[src/rtl/design36_pkg.sv]
// design36_pkg: shared definitions for the design36 registered adder.
//   DEFAULT_W        default operand/result width
//   design36_state_t handshake FSM state (IDLE: no result, DONE: result valid)
package design36_pkg;

    localparam int unsigned DEFAULT_W = 10;

    typedef enum logic {
        IDLE = 1'b0,
        DONE = 1'b1
    } design36_state_t;

endpackage

[src/rtl/design36_adder.sv]
// design36_adder: purely combinational W-bit unsigned adder.
// Ports:
//   a     [W-1:0] operand A
//   b     [W-1:0] operand B
//   sum   [W-1:0] (a + b) mod 2^W
//   carry         bit W of the (W+1)-bit sum
module design36_adder
    import design36_pkg::*;
#(
    parameter int unsigned W = DEFAULT_W
) (
    input  logic [W-1:0] a,
    input  logic [W-1:0] b,
    output logic [W-1:0] sum,
    output logic         carry
);

    logic [W:0] full_sum;

    // Zero-extend both operands so the carry lands in the top bit.
    always_comb begin
        full_sum = {1'b0, a} + {1'b0, b};
        sum      = full_sum[W-1:0];
        carry    = full_sum[W];
    end

endmodule

[src/rtl/design36.sv]
// design36: single-cycle registered W-bit adder with a start/valid handshake.
// A start pulse samples a/b; one cycle later y holds (a+b) mod 2^W and valid is
// high for that cycle. No backpressure; a start every cycle is legal.
// Build option: define DESIGN36_CARRY_OUT_EN to add the registered carry output.
// Ports:
//   clk    rising-edge clock
//   rst    synchronous reset, active-high (has priority over start)
//   start  operation request; operands sampled on the edge where start=1
//   a, b   [W-1:0] unsigned operands
//   y      [W-1:0] registered sum, holds between operations
//   carry  (DESIGN36_CARRY_OUT_EN only) registered bit W of a+b
//   valid  one-cycle pulse: y holds the result of the previous start
module design36
    import design36_pkg::*;
#(
    parameter int unsigned W = DEFAULT_W
) (
    input  logic         clk,
    input  logic         rst,
    input  logic         start,
    input  logic [W-1:0] a,
    input  logic [W-1:0] b,
    output logic [W-1:0] y,
`ifdef DESIGN36_CARRY_OUT_EN
    output logic         carry,
`endif
    output logic         valid
);

    design36_state_t state_q, state_d;
    logic [W-1:0]    y_q, y_d;
    logic [W-1:0]    adder_sum;

`ifdef DESIGN36_CARRY_OUT_EN
    logic            adder_carry;
    logic            carry_q, carry_d;
`else
    // Carry output of the adder is intentionally not consumed in this build.
    logic            adder_carry_unused;
`endif

    design36_adder #(
        .W (W)
    ) u_adder (
        .a     (a),
        .b     (b),
        .sum   (adder_sum),
`ifdef DESIGN36_CARRY_OUT_EN
        .carry (adder_carry)
`else
        .carry (adder_carry_unused)
`endif
    );

    // Next-state: valid follows start one cycle later; reset handled in the register.
    always_comb begin
        state_d = state_q;
        unique case (state_q)
            IDLE:    state_d = start ? DONE : IDLE;
            DONE:    state_d = start ? DONE : IDLE;
            default: state_d = IDLE;
        endcase
    end

    // Datapath enable: the mux keeps y untouched (and X-free) when start=0.
    always_comb begin
        y_d = y_q;
        if (start) begin
            y_d = adder_sum;
        end
    end

`ifdef DESIGN36_CARRY_OUT_EN
    always_comb begin
        carry_d = carry_q;
        if (start) begin
            carry_d = adder_carry;
        end
    end
`endif

    always_ff @(posedge clk) begin
        if (rst) begin
            state_q <= IDLE;
            y_q     <= '0;
        end else begin
            state_q <= state_d;
            y_q     <= y_d;
        end
    end

`ifdef DESIGN36_CARRY_OUT_EN
    always_ff @(posedge clk) begin
        if (rst) begin
            carry_q <= 1'b0;
        end else begin
            carry_q <= carry_d;
        end
    end

    assign carry = carry_q;
`endif

    assign y     = y_q;
    assign valid = (state_q == DONE);

endmodule

[config.mk]
export PLATFORM = sky130hd
export DESIGN_NAME = design36
export DESIGN_NICKNAME = d
export VERILOG_FILES = /design/src/rtl/design36_pkg.sv /design/src/rtl/design36_adder.sv /design/src/rtl/design36.sv
export SDC_FILE = /design/constraint.sdc
export NUM_CORES = 1
export LEC_CHECK = 0
export BUFFER_PORTS_ARGS = -buffer_cell sky130_fd_sc_hd__buf_2
export CAP_MARGIN = 20
export CORE_UTILIZATION = 25
export DETAILED_ROUTE_END_ITERATION = 6
export PLACE_DENSITY_LB_ADDON = 0.2
export SLEW_MARGIN = 15
export SYNTH_ARGS = -nofsm -noshare
export SYNTH_HDL_FRONTEND = slang
export SYNTH_SLANG_ARGS = --single-unit
[constraint.sdc]
create_clock -name clk -period 2.8 [get_ports clk]
set_input_delay 0.56 -clock clk [delete_from_list [all_inputs] [get_ports clk]]
set_output_delay 0.56 -clock clk [all_outputs]
set_load 0.03 [all_outputs]
Word-level counts from Yosys, hierarchy flattened --
Index checks and enable logic that the tools add are counted.
Word-level totals: flip-flop bits (word level) 11, bits in latches 0, bits in writable memories 0, bits in read-only memories 0, bits of input ports 23, output and inout port bits 11, logic and storage cells 4, memories 0
Cells by class: add/subtract/negate cells 1, $mul 0, divide/modulo/power cells 0, magnitude comparators 0, eq/ne operators 0, shifts and indexed selects 0, mux-type cells 1, bitwise logic cells 0, reduce and logical (&&, ||, !) cells 0
Operators with widths (count):
- $add A10 B10 Y10 | 1
- $mux W1 | 1

Logic depth before layout (Yosys ltp) --
depth after elaboration 1, depth in mapped cells 8, depth with buffers taken out 8

Modules after synthesis --
From an unflattened synthesis, not the netlist that was laid out.
Unflattened totals: cell total of the unflattened synthesis 88, area, all modules 808.3 sq um
Modules (own cells, without submodules):
- design36_adder | times used 1, cells an instance 54, area each 427.9 sq um, seq. area each 0.0 sq um
- design36 | times used 1, cells an instance 34, area each 380.4 sq um, seq. area each 220.2 sq um

Worst setup path before layout --
OpenSTA, ideal clock, no wires.
kind input port to flip-flop, start in a[0], end reg y_q[6] (netlist: y[6]), setup time 95 ps, arrival time 2146 ps, data required time 2705 ps, setup slack 558 ps, cell stages on the path 8, path buffers 0, cell sequence ha_1 > inv_1 > fa_1 > nand2b_1 > a21oi_2 > a31oi_1 > or4b_1 > o311ai_1
Between the ends: cells in the longest elaborated chain, start to end 1
Ends and longest elaborated chain:
- start, declared | RTL line design36.sv:21 | input logic [W-1:0] a,
- $add A10 B10 Y10 | RTL line design36_adder.sv:22 | full_sum = {1'b0, a} + {1'b0, b};
- end signal, assigned | RTL line design36.sv:88 | y_q <= y_d;
- end, declared | RTL line design36.sv:31 | logic [W-1:0] y_q, y_d;
Every way passes these cells. A chain may end at the register's enable or synchronous reset.

Worst setup path after layout --
Same ends and word-level chain as after synthesis.

==> flow_summary.toml <==
[outcome]
status = "finished, violations left"
violations = "DRC"

[layout]
mostFrequentLayoutCells = "33 x buf_2, 11 x dfxtp_1, 9 x ha_1, 8 x nor2_1, 5 x inv_1"
layout.cells.non_filler = 147
syn_to_final_growth_pct = 29.40
diodes = 0
final_area_sq_um = 974.7
mostFrequentLayoutCell = "buf_2"
finalNetCount = 150
n_fill_cell = 306
drive_gt1_share_pct = 33.62
post-route-util_pct = 34.75

[timing]
setup_viol = 0
relSlewSlack_pct = 81.72
rsz0062_at_grt = "no"
fmax_ghz = 0.4605
clock_skew_ps = 0
worst_pin_slew_ps = 270.4
tns_ps = 0
period_share_pct = 77.56
post-route-worst-setup-slack_ps = 628.3
hold_viol_final = 0
slew_violations = 0
layout_min_cycle_time_ps = 2172

[die]
die_w_microns = 56.89
rows = 19
dieArea_sq_um = 3236
num_io_pins = 34
initial_core_util_pct = 26.85
fp.dieH_microns = 56.89
fp.coreArea_sq_um = 2805

[setup_path]
cp_max_fo = 3
path_class = "in2reg"
start_kind = "input port"
cp_data_required_time_ps = 2970
end_kind = "register"
arrival_ps = 2340

[power]
power.density_nw_per_um2 = 463.2
vdd_drop_max_mv = 0.1055
p_leak_nw = 0.4911

[clocking]
cts_resized = 0
htreeDepth = 1
cts_setup_buffers = 0
cts_buffers = 3
cts.sinks = 11
clk_latency_ps = 260
cts_max_path_buffers = 2
cts_tree = "done"
clk_pin_slew_ps = 70
root_buffer = "clkbuf_4"
postCtsHoldBufs = 0

[placed_design]
place_hpwl_mm = 1.301
place_congestion = 0.6791
dp_slack_ps = 354.0
dp_cells = 143
place.port_buffers = 33
place_area_sq_um = 948.4

[yosys]
synth_seq_cells = 11
syn_area_sq_um = 753.2
ys_seq_area_share_pct = 29.24
synth_area_per_cell_sq_um = 9.299
synth_compound_area_share_pct = 22.92
synth_cells = 81
synth_fa_ha_area_share_pct = 17.61
yosysTopAreaCell = "dfxtp_1"
synth-simple-area-share_pct = 14.45
yosysWarnings = 0
synth_xor_area_share_pct = 8.140
syn_nets = 114
synth_area_leaders = "dfxtp_1 29%, ha_1 15%, xnor2_1 4.7%"
synth_top_cell_area_share_pct = 29.24
synth.area.mux_share_pct = 3.987
synth_top_family_by_area = "compound AO/OA/AOI/OAI gates"
synth_cell_types = 31

[routing]
detail-route-antenna-nets = 0
drtIter0Drc = 9
wl_per_cell_microns = 10.41
drc = 2
routed-via-count = 698
viasPerCell = 4.748
dr.pass1.iters = 6
drt_wl_total_mm = 1.531

[global_routing]
gr-total-overflow = 0
met2_usage_pct = 17.48
grt_usage_pct = 10.73
grt_use_met3_pct = 2.074
antenna_found_initial = 0
gr-usage-met1_pct = 12.57
grt_pass1_vias = 667
grt_max_degree = 16
grt-busiest-layer = "met2"
grt_pass1_wl_mm = 2.725

[hold_path]
hold_path.class = "reg2reg"

[flow_run]
maxCapViolations = 0
[stage by stage]
stage,power [mW],hold slack [ps]
floorplan,0.3048,567.9
global placement,0.3535,435.2
detailed placement,0.3549,444.4
CTS,0.4596,453.8
global route,0.4912,488.8
finish,0.4515,449.4
[registers in the layout, summed over array words and instances (netlist names)]
| name | cells |
|---|---|
| valid | 1 |
| y | 10 |
[logic make-up (layout without fill, tap and decap cells)]
kind of cell             count (synthesis)  count (layout)
buffers and inverters                    7              42
XOR/XNOR                                 7               7
AND/OR/NAND/NOR                         20              20
multiplexers                             3               3
AO/OA/AOI/OAI                           23              23
flip-flops                              11              11
adder cells (fa/ha/maj)                 10              10
[synth_stat cells (all sizes together)]
master	count
dfxtp	11
or4b	1
and2	1
xnor2	4
a41oi	2
o21ai	3
a31oi	2
nand2	3
nor3b	1
nor2	8
inv	5
a31o	1
a21o	4
nand2b	4
nand4b	1
xor2	3
ha	9
o311ai	1
o211ai	1
nor4b	1
a211oi	2
fa	1
mux2i	3
buf	2
o22ai	2
a221o	1
a211o	1
a21oi	3
[cell type report]
class	count	area [sq um]	area share, %
multi-input cells	63	505.5	51.86
clock buffers	4	26.28	2.696
repair buffers	33	165.2	16.94
well taps	31	38.79	3.979
flip-flops and latches	11	220.2	22.59
inverters	5	18.77	1.926
[worst max-delay path, stage by stage]
cell      delay (ps)
buf_2             80
ha_1             180
inv_1             60
fa_1             380
nand2b_1         170
a21oi_2          190
a31oi_1          130
or4b_1           480
o311ai_1         100
[path summary, 6_finish.rpt]
check / startpoint / to / slack [ps] / depth (start not counted)
max reg2reg: y[8]$_SDFFE_PP0P_ / y[8]$_SDFFE_PP0P_ / 2000 / 2
min: y[7]$_SDFFE_PP0P_ / y[7]$_SDFFE_PP0P_ / 450 / 2
max: a[0] / y[6]$_SDFFE_PP0P_ / 630 / 9
min reg2reg: y[7]$_SDFFE_PP0P_ / y[7]$_SDFFE_PP0P_ / 450 / 2
[power by group]
group | total, mW | switching, mW | internal (mW)
Combinational | 0.170 | 0.0989 | 0.0708
Clock | 0.103 | 0.0476 | 0.0550
Sequential | 0.179 | 0.00664 | 0.173
[routing by layer]
layer	vias up	share of wire [%]
li1	369	-
met1	308	47
met2	19	47
met3	2	4.9
met4	0	1.4
met5	-	0
Note: power is estimated with default switching activity, not from simulation.
